[src/rtl/sfm_pkg.sv]
// Shared types and constants for the softmax datapath controllers.
package sfm_pkg;

    localparam int RED_LEN_WIDTH = 16;

    typedef enum logic [1:0] {
        RS_IDLE,
        RS_STREAM,
        RS_DRAIN,
        RS_OUTPUT
    } red_sum_ctrl_state_e;

endpackage

[src/rtl/sfm_tail_strb_gen.sv]
// Element strobe and last-beat flag for a row that still has 'rem' elements left.
module sfm_tail_strb_gen #(
    parameter int VECT_WIDTH = 4,
    parameter int LEN_WIDTH  = 16
) (
    input  logic [LEN_WIDTH-1:0]  rem,
    output logic [VECT_WIDTH-1:0] strb,
    output logic                  is_last
);

    // Lane i is live while more than i elements remain; LSB is element 0.
    always_comb begin
        strb = '0;
        for (int i = 0; i < VECT_WIDTH; i++) begin
            strb[i] = (rem > LEN_WIDTH'(i));
        end
        is_last = (rem <= LEN_WIDTH'(VECT_WIDTH));
    end

endmodule

[src/rtl/sfm_red_sum_ctrl.sv]
// Row sequencer for the FP reduction-sum unit: clears the reducer, streams a row's
// beats with a tail strobe, and returns the tagged final sum on a valid/ready port.
module sfm_red_sum_ctrl
    import sfm_pkg::*;
#(
    parameter int VECT_WIDTH = 4,
    parameter int IN_WIDTH   = 16,
    parameter int ACC_WIDTH  = 32,
    parameter int LEN_WIDTH  = RED_LEN_WIDTH
) (
    input  logic                           clk_i,
    input  logic                           rst_ni,
    input  logic                           clear_i,
    input  logic                           cmd_valid_i,
    output logic                           cmd_ready_o,
    input  logic [LEN_WIDTH-1:0]           cmd_len_i,
    input  logic                           in_valid_i,
    output logic                           in_ready_o,
    input  logic [VECT_WIDTH*IN_WIDTH-1:0] in_data_i,
    output logic                           red_clear_o,
    output logic                           red_valid_o,
    input  logic                           red_ready_i,
    output logic [VECT_WIDTH*IN_WIDTH-1:0] red_vect_o,
    output logic [VECT_WIDTH-1:0]          red_strb_o,
    output logic                           red_tag_o,
    input  logic                           red_valid_i,
    input  logic                           red_tag_i,
    input  logic [ACC_WIDTH-1:0]           red_res_i,
    output logic                           red_out_rdy_o,
    output logic                           out_valid_o,
    input  logic                           out_ready_i,
    output logic [ACC_WIDTH-1:0]           out_sum_o,
    output logic                           busy_o,
    output red_sum_ctrl_state_e            dbg_state_o
);

    // Handshakes: a transfer happens on any rising clk_i edge where valid and
    // ready are both high; valid never waits on ready, and the producer holds
    // its payload stable until the transfer.

    red_sum_ctrl_state_e state_q, state_d;
    logic [LEN_WIDTH-1:0] rem_q, rem_d;
    logic [ACC_WIDTH-1:0] sum_q, sum_d;

    logic [VECT_WIDTH-1:0] tail_strb;
    logic                  tail_last;

    sfm_tail_strb_gen #(
        .VECT_WIDTH (VECT_WIDTH),
        .LEN_WIDTH  (LEN_WIDTH)
    ) u_tail (
        .rem     (rem_q),
        .strb    (tail_strb),
        .is_last (tail_last)
    );

    always_ff @(posedge clk_i) begin
        if (!rst_ni) begin
            state_q <= RS_IDLE;
            rem_q   <= '0;
            sum_q   <= '0;
        end else begin
            state_q <= state_d;
            rem_q   <= rem_d;
            sum_q   <= sum_d;
        end
    end

    always_comb begin
        state_d       = state_q;
        rem_d         = rem_q;
        sum_d         = sum_q;
        cmd_ready_o   = 1'b0;
        in_ready_o    = 1'b0;
        red_clear_o   = 1'b0;
        red_valid_o   = 1'b0;
        red_vect_o    = '0;
        red_strb_o    = '0;
        red_tag_o     = 1'b0;
        red_out_rdy_o = 1'b0;
        out_valid_o   = 1'b0;
        out_sum_o     = '0;

        // While reset is asserted every output stays quiet; the register block
        // restores the idle state on the edge.
        if (!rst_ni) begin
            state_d = RS_IDLE;
        end else if (clear_i) begin
            state_d     = RS_IDLE;
            rem_d       = '0;
            sum_d       = '0;
            red_clear_o = 1'b1;
        end else begin
            unique case (state_q)
                RS_IDLE: begin
                    cmd_ready_o = 1'b1;
                    if (cmd_valid_i) begin
                        if (cmd_len_i != '0) begin
                            rem_d       = cmd_len_i;
                            red_clear_o = 1'b1;
                            state_d     = RS_STREAM;
                        end else begin
                            // An empty row sums to +0.0 without touching the reducer.
                            sum_d   = '0;
                            state_d = RS_OUTPUT;
                        end
                    end
                end
                RS_STREAM: begin
                    red_valid_o   = in_valid_i;
                    in_ready_o    = red_ready_i;
                    red_vect_o    = in_data_i;
                    red_strb_o    = tail_strb;
                    red_tag_o     = tail_last;
                    red_out_rdy_o = 1'b1;
                    if (in_valid_i && red_ready_i) begin
                        if (tail_last) begin
                            rem_d   = '0;
                            state_d = RS_DRAIN;
                        end else begin
                            rem_d = rem_q - LEN_WIDTH'(VECT_WIDTH);
                        end
                    end
                end
                RS_DRAIN: begin
                    // Untagged partial results are accepted and dropped.
                    red_out_rdy_o = 1'b1;
                    if (red_valid_i && red_tag_i) begin
                        sum_d   = red_res_i;
                        state_d = RS_OUTPUT;
                    end
                end
                RS_OUTPUT: begin
                    out_valid_o = 1'b1;
                    out_sum_o   = sum_q;
                    if (out_ready_i) begin
                        state_d = RS_IDLE;
                    end
                end
                default: begin
                    state_d = RS_IDLE;
                end
            endcase
        end
    end

    assign busy_o      = rst_ni && (state_q != RS_IDLE);
    assign dbg_state_o = state_q;

endmodule

[config.mk]
export PLATFORM = sky130hd
export DESIGN_NAME = sfm_red_sum_ctrl
export DESIGN_NICKNAME = d
export VERILOG_FILES = /design/src/rtl/sfm_pkg.sv /design/src/rtl/sfm_tail_strb_gen.sv /design/src/rtl/sfm_red_sum_ctrl.sv
export SDC_FILE = /design/constraint.sdc
export NUM_CORES = 1
export LEC_CHECK = 0
export CAP_MARGIN = 20
export CORE_MARGIN = 5
export CORE_UTILIZATION = 33
export DETAILED_ROUTE_END_ITERATION = 10
export MAX_ROUTING_LAYER = met4
export PLACE_DENSITY = 0.79
export REMOVE_ABC_BUFFERS = 1
export SYNTH_ARGS = -nofsm -noshare
export SYNTH_HDL_FRONTEND = slang
export SYNTH_SLANG_ARGS = --single-unit
[constraint.sdc]
create_clock -name clk_i -period 2.8 [get_ports clk_i]
set_clock_uncertainty 0.2 [all_clocks]
set_input_delay 0.84 -clock clk_i [delete_from_list [all_inputs] [get_ports clk_i]]
set_output_delay 0.84 -clock clk_i [all_outputs]
set_load 0.01 [all_outputs]
=== Yosys cells after proc, flatten, opt, wreduce, memory -nomap -nowiden ===
Index checks and enable logic that the tools add are counted.

* Bits in registers: 50
* Bits in latches: 0
* RAM bits: 0
* Bits in read-only memories: 0
* Bits of input ports: 121
* Output and inout bits: 110
* Logic and storage cells: 81
* Memories: 0

* $add $sub $neg: 1
* Multiply operators: 0
* Divide/modulo/power cells: 0
* Magnitude comparators: 5
* Equal/unequal tests: 10
* Shifts and indexed selects: 0
* Mux-type cells: 48
* Bitwise gates (word level): 1
* Reductions and logical operators: 13

{| class="wikitable"
|+ Operator list
! cell !! count
|-
| 32-bit 2-to-1 mux || 6
|-
| 64-bit 2-to-1 mux || 3
|-
| 16-bit 2-to-1 mux || 4
|-
| 32-bit case mux with 2 select lines || 1
|-
| 16-bit by 1-bit > comparator with 1-bit output (second input constant) || 2
|-
| 16-bit by 2-bit > comparator with 1-bit output (second input constant) || 2
|-
| 16-bit case mux with 2 select lines || 1
|-
| 1-bit 2-to-1 mux || 23
|-
| 16-bit by 3-bit less-or-equal comparator with 1-bit output (second input constant) || 1
|-
| 16-bit nonzero test || 1
|-
| 16-bit by 3-bit subtractor with 16-bit output (second input constant) || 1
|-
| 2-bit inequality test (second input constant) || 7
|-
| 2-bit 2-to-1 mux || 6
|-
| 4-bit 2-to-1 mux || 3
|-
| 2-bit case mux with 4 select lines || 1
|-
| 4-bit AND reduction || 2
|-
| 2-bit nonzero test || 3
|-
| 5-bit AND reduction || 1
|-
| 2-bit equality test (second input constant) || 2
|-
| 2-bit OR reduction || 2
|-
| 1-bit logical AND || 3
|-
| 2-bit by 1-bit equality test with 1-bit output (second input constant) || 1
|-
| 2-bit zero test || 1
|-
| 1-bit NOT || 1
|}

=== Depth between registers and ports, before layout ===
Gate-level depths: netlist (run 1).

* Depth after elaboration: 6
* Mapped depth: 9

=== Modules after synthesis ===
From an unflattened synthesis (run 1), not the netlist that was laid out.

* Cells, all modules: 460
* Area, all modules: 3457.1 um^2

{| class="wikitable"
|+ Modules (own cells, without submodules)
! module !! times used !! cells an instance !! area each (um^2)
|-
| sfm_red_sum_ctrl || 1 || 449 || 3378.2
|-
| sfm_tail_strb_gen || 1 || 11 || 78.8
|}

=== Worst setup path after synthesis (run 1) ===
OpenSTA, ideal clock, no wires.

* Path kind: input to output
* Start: input port rst_ni
* End: output port red_vect_o[26]
* Arrival: 1.881 ns
* Required time: 1.760 ns
* Slack: -0.121 ns
* Stages: 5
* Cell sequence: nor2b_1 > clkbuf_1 > clkbuf_1 > clkbuf_1 > and3_1

* Cells in the longest elaborated chain, start to end: 1

{| class="wikitable"
|+ Ends and longest elaborated chain
! element !! line !! RTL
|-
| start: declaration || sfm_red_sum_ctrl.sv:12 || <nowiki>input logic rst_ni,</nowiki>
|-
| 64-bit 2-to-1 mux || sfm_red_sum_ctrl.sv:86 || <nowiki>if (!rst_ni) begin</nowiki>
|-
| end: declaration || sfm_red_sum_ctrl.sv:23 || <nowiki>output logic [VECT_WIDTH*IN_WIDTH-1:0] red_vect_o,</nowiki>
|}

Every way passes these cells.

=== Worst setup path after layout (run 1) ===
* Start: register rem_q[3]
* End: output port red_strb_o[3]

* Cells in the longest elaborated chain, start to end: 4

{| class="wikitable"
|+ Ends and longest elaborated chain
! element !! line !! RTL
|-
| start: declaration || sfm_red_sum_ctrl.sv:42 || <nowiki>logic [LEN_WIDTH-1:0] rem_q, rem_d;</nowiki>
|-
| start signal: assignment || sfm_red_sum_ctrl.sv:64 || <nowiki>rem_q <= rem_d;</nowiki>
|-
| 16-bit by 2-bit > comparator with 1-bit output || sfm_tail_strb_gen.sv:15 || <nowiki>strb[i] = (rem > LEN_WIDTH'(i));</nowiki>
|-
| 4-bit 2-to-1 mux || sfm_red_sum_ctrl.sv:94 || <nowiki>unique case (state_q)</nowiki>
|-
| 4-bit 2-to-1 mux || sfm_red_sum_ctrl.sv:88 || <nowiki>end else if (clear_i) begin</nowiki>
|-
| 4-bit 2-to-1 mux || sfm_red_sum_ctrl.sv:86 ||
|-
| end: declaration || sfm_red_sum_ctrl.sv:24 || <nowiki>output logic [VECT_WIDTH-1:0] red_strb_o,</nowiki>
|}

Every way passes these cells.

==> impl_metrics.tcl, run 1 <==
set metrics [dict create \
    status "finished with violations" \
    failed_checks "negative setup slack" \
    fin_crit_sh_pct 110 \
    yosysWarnings 0 \
    maxSlewViolCount 0 \
    setup.worst_path.start_class "flop" \
    gp_congestion 0.941 \
    grt_max_degree 39 \
    syn-cell-area_um2 3390 \
    routed_wirelength_um 19800 \
    ir_worst_vdd_mv 0.232 \
    final_hold_viol_count 0 \
    worstHoldStart "sum_q[4]" \
    avgViaCountPerCell 5.87 \
    layout_setup_ws_ns -0.285 \
    ff2ff_path_depth 15 \
    mapped_cells 458 \
    areaGrowthSynthToFinish_pct 128 \
    timing_limited_maximum_frequency_mhz 324 \
    clock-root-buffer "clkbuf_8" \
    mostFrequentLayoutCell "buf_6" \
    vertical_die_dimension_um 111 \
    tns_ns -2.47 \
    arrival_ns 2.04 \
    num_antenna_cells 0 \
    chipWidth_um 111 \
    rsz_0062_raised_after_global_routing "yes" \
    headroom_to_the_max_slew_limit_pct 60.8 \
    register_clock_pin_slew_on_the_reported_worst_setup_and_hold_paths_ns 0.10 \
    ys_ff_latch 50 \
    hold_class "reg2reg" \
    grt_first_pass_wirelength_um 28200 \
    design.final.nets 885 \
    setup.worst_path.class "reg2out" \
    firstDrtPassIters 5 \
    cts_buffer_depth 2 \
    synth_cell_types 51 \
    globalRoute.totalOverflow 0 \
    max-cap-violations 0 \
    worst_hold_path.num_cells 2 \
    wirelength_per_cell_um 22.1 \
    seq_area_frac_synth_pct 29.6 \
    setup_viol 51 \
    number_of_nets_with_antenna_violations_after_routing 0 \
    tritoncts "done" \
    num-fill-cells 670 \
    drive_gt1_share_pct 50.2 \
    r2r_end "rem_q[14]" \
    worstSkewPairLatency_ns 0.31 \
    floorplan.initialDensity_pct 33.2 \
    synth_enable_flop_cells 0 \
    timing.critical_path.to_type "output pin" \
    worstHoldEndpoint "sum_q[4]" \
    drt_first_iter_violations 363 \
    io-pin-count 231 \
    synth_area_per_cell_um2 7.39 \
    cp_data_required_time_ns 1.76 \
    tritoncts_num_sinks 50 \
    number_of_remaining_drc_errors 0 \
    dominantRegCellSynth "dfxtp_1" \
    core.rowCount 37 \
    total_leakage_power_nw 3.14 \
    rrSetupSlack_ns -0.10 \
    fin_worst_hold_slack_ns 0.287 \
    core-area_um2 10200 \
    grt_pass1_vias 5065 \
    cp_max_fo 2 \
    cts.htree.levels 2 \
    dp_slack_ns -0.839 \
    grt.total_usage_pct 28.7 \
    io_buffers 230 \
    timing.rr.start "rem_q[3]" \
    cts_buffers 5 \
    die_area_um2 12400 \
    post-dp-hpwl_um 11600 \
    num_vias 5256 \
    synth_async_sr_flop_share_pct 0 \
    grt_antenna_before_repair 0 \
    final_critical_period_ns 3.08 \
    power.density_nw_per_um2 317 \
    worst_slew_pin_slew_ns 0.589 \
    final_cell_mix "buf_6, clkdlybuf4s50_1, and3_4" \
]
metrics by stage:
step	instances	power, mW	cell area (µm²)	util, %
finish	895	2.45	7710	75.7
global route	895	2.54	7710	75.7
CTS	887	2.33	7020	68.9
detailed placement	849	1.62	6300	61.8
global placement	849	1.61	6300	61.8
floorplan	407	1.12	3190	-
cell usage after synthesis, types with 2 or more instances:
| cell | number | area (µm²) |
|---|---|---|
| a211oi_1 | 6 | 45.0 |
| a21o_1 | 2 | 15.0 |
| a21oi_1 | 44 | 220 |
| a221oi_1 | 4 | 35.0 |
| a22oi_1 | 3 | 22.5 |
| a31oi_1 | 5 | 31.3 |
| and2_1 | 2 | 12.5 |
| and3_1 | 99 | 619 |
| buf_2 | 7 | 35.0 |
| clkbuf_1 | 43 | 161 |
| dfxtp_1 | 50 | 1000 |
| ha_1 | 6 | 75.1 |
| inv_1 | 7 | 26.3 |
| nand2_1 | 23 | 86.3 |
| nand3_1 | 3 | 15.0 |
| nand3b_1 | 2 | 15.0 |
| nand4_1 | 37 | 231 |
| nand4b_1 | 2 | 17.5 |
| nor2_1 | 15 | 56.3 |
| nor2b_1 | 4 | 25.0 |
| nor3_1 | 6 | 30.0 |
| nor4_1 | 7 | 43.8 |
| o21a_1 | 2 | 15.0 |
| o21ai_0 | 45 | 225 |
| o22ai_1 | 4 | 25.0 |
| xnor2_1 | 3 | 26.3 |
| xor2_1 | 3 | 26.3 |
state kept, by name (all words and copies together) (netlist names):
name / cells
sum_q: 32
rem_q: 16
dbg_state_o: 2
routing by layer:
metal / GRT usage (%) / wire length, µm / vias to the layer above
li1: - / - / 2321
met1: 33.1 / 7370 / 2504
met3: 5.73 / 1520 / 92
met2: 49.1 / 9980 / 339
met4: 10.8 / 921 / 0
met5: - / 0 / -
layout make-up:
type / count / area, µm² / area share, %
timing repair buffer: 344 / 3560 / 46.1
clock inverter: 3 / 43.8 / 0.568
clock buffer: 5 / 68.8 / 0.892
sequential: 50 / 1000 / 13.0
multi-input combinational: 349 / 2840 / 36.8
inverter: 8 / 30.0 / 0.389
tap: 136 / 170 / 2.21
how the worst max path moves through the flow:
stage	start	end	slack, ns	cells past startpoint
final	rem_q[3]	red_strb_o[3]	-0.28	8
after floorplan	clear_i	red_strb_o[0]	-2.55	3
after global placement	cmd_len_i[3]	red_clear_o	-0.83	6
after CTS	rem_q[3]	red_strb_o[3]	-0.23	8
after detailed placement	cmd_len_i[13]	red_clear_o	-0.84	6
after global routing	rem_q[2]	red_strb_o[3]	-0.33	8
critical path, stage by stage, from the launching register on:
cell,delay (ns)
dfxtp_2,0.35
inv_2,0.07
ha_4,0.13
or4b_4,0.49
nor3_4,0.17
nand2_2,0.10
o21ai_2,0.16
a21oi_1,0.10
buf_2,0.16
timing repair:
action	in CTS	in global routing
hold buffers	0	0
setup buffers	23	9
pin swaps	33	63
resized for setup	623	153
cloned	10	1
setup endpoints to repair	119	108
cell families after synthesis:
kind of cell / Yosys count / share of synthesized area (%)
flip-flops: 50 / 29.6
AND/OR/NAND/NOR: 210 / 37.0
multiplexers: 2 / 0.628
AO/OA/AOI/OAI: 125 / 22.2
adder cells (fa/ha/maj): 6 / 2.22
buffers and inverters: 59 / 6.80
XOR/XNOR: 6 / 1.55
report_power, final:
part           total, mW  switching (mW)  internal, mW
logic               1.16           0.560         0.605
clock network      0.537           0.269         0.269
registers          0.748          0.0181         0.729
Note: power is estimated with default switching activity, not from simulation.
==> inputs of run 2 (changes only) <==
--- a/config.mk
+++ b/config.mk
@@ -9,7 +9,6 @@
 export CORE_MARGIN = 5
 export CORE_UTILIZATION = 33
 export DETAILED_ROUTE_END_ITERATION = 10
-export MAX_ROUTING_LAYER = met4
 export PLACE_DENSITY = 0.79
 export REMOVE_ABC_BUFFERS = 1
 export SYNTH_ARGS = -nofsm -noshare
==> run 2 against run 1 <==
Effect of this change: utilization fell by 4.1 points; clock-buffer cell count unchanged; critical path depth is the same; largest cell class unchanged; largest power group unchanged; sequential power hardly changed; clock power is 3% higher; cell count shrank 1.6%; routed wire length shrank 6.4%; critical path type unchanged; the flow still finishes with violations (negative setup slack); global-route usage is 0.94 points lower; via count shrank 5.8%.
==> impl_metrics.tcl, run 2 (synthesis results as in run 1) <==
set metrics [dict create \
    drt_first_iter_violations 340 \
    headroom_to_the_max_slew_limit_pct 58.3 \
    routed_wirelength_um 18500 \
    critical_path_buf_inv_count 2 \
    gp_congestion 0.916 \
    timing.critical_path.slowest_cell_delay_ns 0.50 \
    rsz_0062_raised_after_global_routing "yes" \
    timing.rr.start "rem_q[2]" \
    clock-root-buffer "clkbuf_8" \
    worst_slew_pin_slew_ns 0.626 \
    most_flop_heavy_register "sum_q" \
    largest_register_ffs 32 \
    timing.critical_path.to_type "output pin" \
    cts.htree.levels 2 \
    cp_max_fo 2 \
    layout_setup_ws_ns -0.212 \
    mostFrequentLayoutCell "clkdlybuf4s50_1" \
    share_of_total_power_in_sequential_cells_pct 31.9 \
    design.final.nets 871 \
    arrival_ns 1.97 \
    cts_buffers 5 \
    setup.worst_path.class "reg2out" \
    tritoncts_num_sinks 50 \
    critical_path.cell_chain "inv_2, ha_4, or4b_4, nor3_4, nand2_1, o21ai_1, a21oi_1, buf_2" \
    max-cap-violations 0 \
    globalRoute.totalOverflow 0 \
    timing_limited_maximum_frequency_mhz 332 \
    grt.total_usage_pct 27.7 \
    cp_data_required_time_ns 1.76 \
    failed_checks "negative setup slack" \
    io-pin-count 231 \
    switching_share_pct 34.2 \
    drive_gt1_share_pct 46.8 \
    cts_buffer_depth 2 \
    die_area_um2 12400 \
    areaGrowthSynthToFinish_pct 116 \
    cts.hold.buffers_added 0 \
    maxSlewViolCount 0 \
    final_cell_mix "clkdlybuf4s50_1, buf_6, and3_4" \
    ff2ff_path_depth 8 \
    io_buffers 230 \
    number_of_nets_with_antenna_violations_after_routing 0 \
    p_total_mw 2.34 \
    grt_pass1_vias 5224 \
    setup_viol 39 \
    core-area_um2 10200 \
    rrSetupSlack_ns 0.33 \
    comb_power_share_pct 44.6 \
    worst_path_dominant_cell_family "simple AND/OR/NAND/NOR gates" \
    firstDrtPassIters 5 \
    tritoncts "done" \
    status "finished with violations" \
    avgViaCountPerCell 5.62 \
    post-dp-hpwl_um 11700 \
    hold_class "reg2reg" \
    worstHoldEndpoint "sum_q[3]" \
    total_leakage_power_nw 3.05 \
    chipWidth_um 111 \
    worst_hold_path.num_cells 2 \
    floorplan.initialDensity_pct 33.2 \
    grt_first_pass_wirelength_um 28300 \
    worstHoldStart "sum_q[3]" \
    placedInstanceArea_um2 6300 \
    setup.worst_path.start_class "flop" \
    grt_max_degree 49 \
    r2r_end "rem_q[2]" \
    num_antenna_cells 0 \
    final_critical_period_ns 3.01 \
    finalInstanceArea_um2 7300 \
    register_clock_pin_slew_on_the_reported_worst_setup_and_hold_paths_ns 0.11 \
    num_vias 4949 \
    clockPowerShare_pct 23.6 \
    cell_internal_pwr_mw 1.54 \
    power.density_nw_per_um2 321 \
    grt_antenna_before_repair 0 \
    wirelength_per_cell_um 21.0 \
    core.rowCount 37 \
    dp_slack_ns -0.844 \
    vertical_die_dimension_um 111 \
    ir_worst_vdd_mv 0.245 \
    number_of_remaining_drc_errors 0 \
    worstSkewPairLatency_ns 0.31 \
    crit_slowest_cell "or4b_4" \
    fin_crit_sh_pct 108 \
    final_hold_viol_count 0 \
    total_switching_power_uw 802 \
]
run 2: routing by layer:
layer  wire length [µm]  GRT usage [%]  vias to the layer above  part of all wire (%)
li1                   -              -                     2295                     -
met1               7000           31.6                     2320                    38
met2               9570           50.8                      288                    52
met3               1410           6.39                       46                   7.6
met4                538           8.92                        0                   2.9
met5                  0              0                        -                     0
run 2: layout make-up:
class,count,area (µm²)
Fill cell,743,2890
Timing Repair Buffer,330,3260
Clock inverter,3,48.8
Multi-Input combinational cell,349,2720
Inverter,8,30.0
Clock buffer,5,68.8
Sequential cell,50,1000
Tap cell,136,170
run 2: stage by stage:
step / TNS, ns / instances / hold slack [ns] / util, %
final: -3.15 / 881 / 0.282 / 71.7
after global routing: -4.48 / 881 / 0.297 / 71.7
after CTS: -5.24 / 885 / 0.281 / 70.3
after detailed placement: -94.17 / 847 / 0.264 / 61.8
after global placement: -92.90 / 847 / 0.253 / 61.8
after floorplan: -251.96 / 407 / 0.245 / -
run 2: power groups by stage:
stage / Combinational, mW / Sequential (mW) / Clock, mW
floorplan: 0.352 / 0.766 / 0
finish: 1.04 / 0.747 / 0.553
CTS: 1.02 / 0.746 / 0.554
detailed placement: 0.872 / 0.760 / 0
global placement: 0.853 / 0.758 / 0
global route: 1.11 / 0.749 / 0.591
run 2: repair_timing:
action / in CTS / in global routing
gates resized for setup: 627 / 104
cloned: 10 / 0
setup endpoints to repair: 117 / 100
buffers inserted: 21 / 7
pin swaps: 65 / 26
run 2: worst max path at each step:
stage / from / end / depth (start not counted)
detailed placement: cmd_len_i[11] / red_clear_o / 6
finish: rem_q[2] / red_strb_o[3] / 8
floorplan: clear_i / red_strb_o[0] / 3
global placement: cmd_len_i[11] / red_clear_o / 6
CTS: rem_q[3] / red_strb_o[3] / 8
global route: rem_q[3] / red_strb_o[3] / 8
run 2: worst reg2reg max path, cell delays in order, from the launching register on:
cell and delay [ns]:
dfxtp_2 0.37, inv_2 0.05, ha_4 0.15, buf_4 0.16, o2111ai_2 0.25, buf_4 0.19, and2_1 0.53, a221oi_1 0.17
a211oi_1 0.30
==> inputs of run 3 (changes only) <==
--- a/config.mk
+++ b/config.mk
@@ -9,7 +9,9 @@
 export CORE_MARGIN = 5
 export CORE_UTILIZATION = 33
 export DETAILED_ROUTE_END_ITERATION = 10
+export GPL_TIMING_DRIVEN = 0
 export PLACE_DENSITY = 0.79
+export RECOVER_POWER = 100
 export REMOVE_ABC_BUFFERS = 1
 export SYNTH_ARGS = -nofsm -noshare
 export SYNTH_HDL_FRONTEND = slang
==> run 3 against run 2 <==
Effect of this change: the flow still finishes with violations (negative setup slack); maximum frequency decreased by 4.3%; critical path depth is the same; combinational power is 4% higher; design area is 0.31% lower; hold slack worse by 0.00052 ns; register-to-register slack lost 0.15 ns; critical path type unchanged; critical endpoint unchanged.
==> impl_metrics.tcl, run 3 (synthesis results as in run 1) <==
set metrics [dict create \
    status "finished with violations" \
    failed_checks "negative setup slack" \
    arrival_ns 2.11 \
    final_critical_period_ns 3.15 \
    grtUsageMet2_pct 48.4 \
    share_of_total_power_in_sequential_cells_pct 32.9 \
    hold_class "reg2reg" \
    avgViaCountPerCell 5.94 \
    globalRoute.totalOverflow 0 \
    post-dp-hpwl_um 10600 \
    tns_ns -5.60 \
    grt_pass1_vias 4874 \
    io_buffers 230 \
    max-cap-violations 0 \
    cts.htree.levels 2 \
    drive_gt1_share_pct 43.1 \
    fin_crit_sh_pct 112 \
    clock-root-buffer "clkbuf_8" \
    power.density_nw_per_um2 319 \
    final_cell_mix "clkdlybuf4s50_1, buf_6, and3_4" \
    largest_register_ffs 32 \
    headroom_to_the_max_slew_limit_pct 40.6 \
    num-fill-cells 710 \
    tritoncts_num_sinks 50 \
    most_flop_heavy_register "sum_q" \
    num_vias 5108 \
    cp_data_required_time_ns 1.76 \
    areaGrowthSynthToFinish_pct 115 \
    tritoncts "done" \
    final_hold_viol_count 0 \
    firstDrtPassIters 8 \
    rsz_0062_raised_after_global_routing "yes" \
    number_of_remaining_drc_errors 0 \
    num_antenna_cells 0 \
    register_clock_pin_slew_on_the_reported_worst_setup_and_hold_paths_ns 0.11 \
    wirelength_per_cell_um 22.6 \
    highest_utilization_routing_layer_at_the_global_route_stage "met2" \
    grt.total_usage_pct 26.6 \
    die_area_um2 12400 \
    cts.hold.buffers_added 0 \
    timing_limited_maximum_frequency_mhz 318 \
    maxSlewViolCount 0 \
    mostFrequentLayoutCell "clkdlybuf4s50_1" \
    grt_max_degree 35 \
    setup_viol 71 \
    grt_antenna_before_repair 0 \
    switching_share_pct 36.0 \
    number_of_nets_with_antenna_violations_after_routing 0 \
    chipWidth_um 111 \
    layout_setup_ws_ns -0.348 \
    cts_buffer_depth 2 \
    ff_latch_area_um2 1020 \
    setup.worst_path.start_class "flop" \
    gp_congestion 0.881 \
    floorplan.initialDensity_pct 33.2 \
    timing.critical_path.to_type "output pin" \
    p_total_mw 2.32 \
    core-area_um2 10200 \
    core.rowCount 37 \
    io-pin-count 231 \
    design.final.nets 850 \
    drt_first_iter_violations 419 \
    comb_power_share_pct 46.7 \
    clockPowerShare_pct 20.4 \
    total_leakage_power_nw 3.06 \
    multi_input_area_um2 2760 \
    grtUsageMet3_pct 6.71 \
    cell_internal_pwr_mw 1.49 \
    grt.met1_usage_pct 30.1 \
    routed_wirelength_um 19400 \
    total_switching_power_uw 835 \
    worstSkewPairLatency_ns 0.31 \
    grt_first_pass_wirelength_um 27200 \
    vertical_die_dimension_um 111 \
    ir_worst_vdd_mv 0.245 \
    setup.worst_path.class "reg2out" \
    cts_buffers 5 \
    cp_max_fo 3 \
    worst_slew_pin_slew_ns 0.892 \
]
-- run 3: changes by cell type in the layout (fill, tap and decap cells not counted), moves of 4 or more --
cell,change
nor4_4,+4
buf_6,-8
and3_4,-20
buf_4,-35
dfxtp_4,+4
and3_1,+20
-- run 3: what timing repair did --
item,CTS,global route
pin swaps,40,32
gates cloned,13,2
buffers inserted,40,26
resized for setup,578,152
endpoints found under the setup margin,158,113
-- run 3: power groups by stage --
stage	logic (mW)	clock network [mW]	registers, mW
5_1_grt	1.13	0.508	0.766
3_3_place_gp	0.676	0	0.769
6_report	1.08	0.474	0.763
4_1_cts	0.933	0.467	0.759
2_1_floorplan	0.352	0	0.766
3_5_place_dp	0.725	0	0.771
-- run 3: through the flow --
step / instances / hold WS (ns) / setup slack [ns] / cell area, µm² / util (%)
after floorplan: 407 / 0.245 / -2.55 / 3190 / -
after global placement: 773 / 0.253 / -5.49 / 5660 / 55.6
after detailed placement: 779 / 0.261 / -1.43 / 5800 / 56.9
after CTS: 840 / 0.274 / -0.248 / 6680 / 65.5
final: 860 / 0.282 / -0.348 / 7280 / 71.4
after global routing: 860 / 0.296 / -0.414 / 7280 / 71.4
-- run 3: path summary, 6_finish.rpt --
kind                        from        endpoint  slack [ns]  cells after the start
setup reg to reg  dbg_state_o[0]  dbg_state_o[1]        0.18                      6
hold reg to reg        sum_q[21]       sum_q[21]        0.28                      2
setup / recovery        rem_q[2]   red_strb_o[3]       -0.35                      8
hold / removal         sum_q[21]       sum_q[21]        0.28                      2
-- run 3: final cells by class --
class	instances	share of cell area [%]
Clock buffer	7	1.19
Clock inverter	1	0.120
Inverter	8	0.499
Multi-Input combinational cell	352	38.0
Sequential cell	50	14.0
Tap cell	136	2.34
Timing Repair Buffer	306	43.9
-- run 3: metal layers --
metal	up-vias	share of wire, %
met1	2398	36
met2	374	51
met3	78	9.2
met4	0	4.0
met5	-	0
li1	2258	-
-- run 3: critical path, cell delays in order, from the launching register on --
cell and delay (ns):
dfxtp_4 0.37, inv_4 0.06, ha_4 0.13, or4b_4 0.50, nor3_4 0.17, nand2_2 0.11, o21ai_1 0.19, a21oi_1 0.10
buf_2 0.15
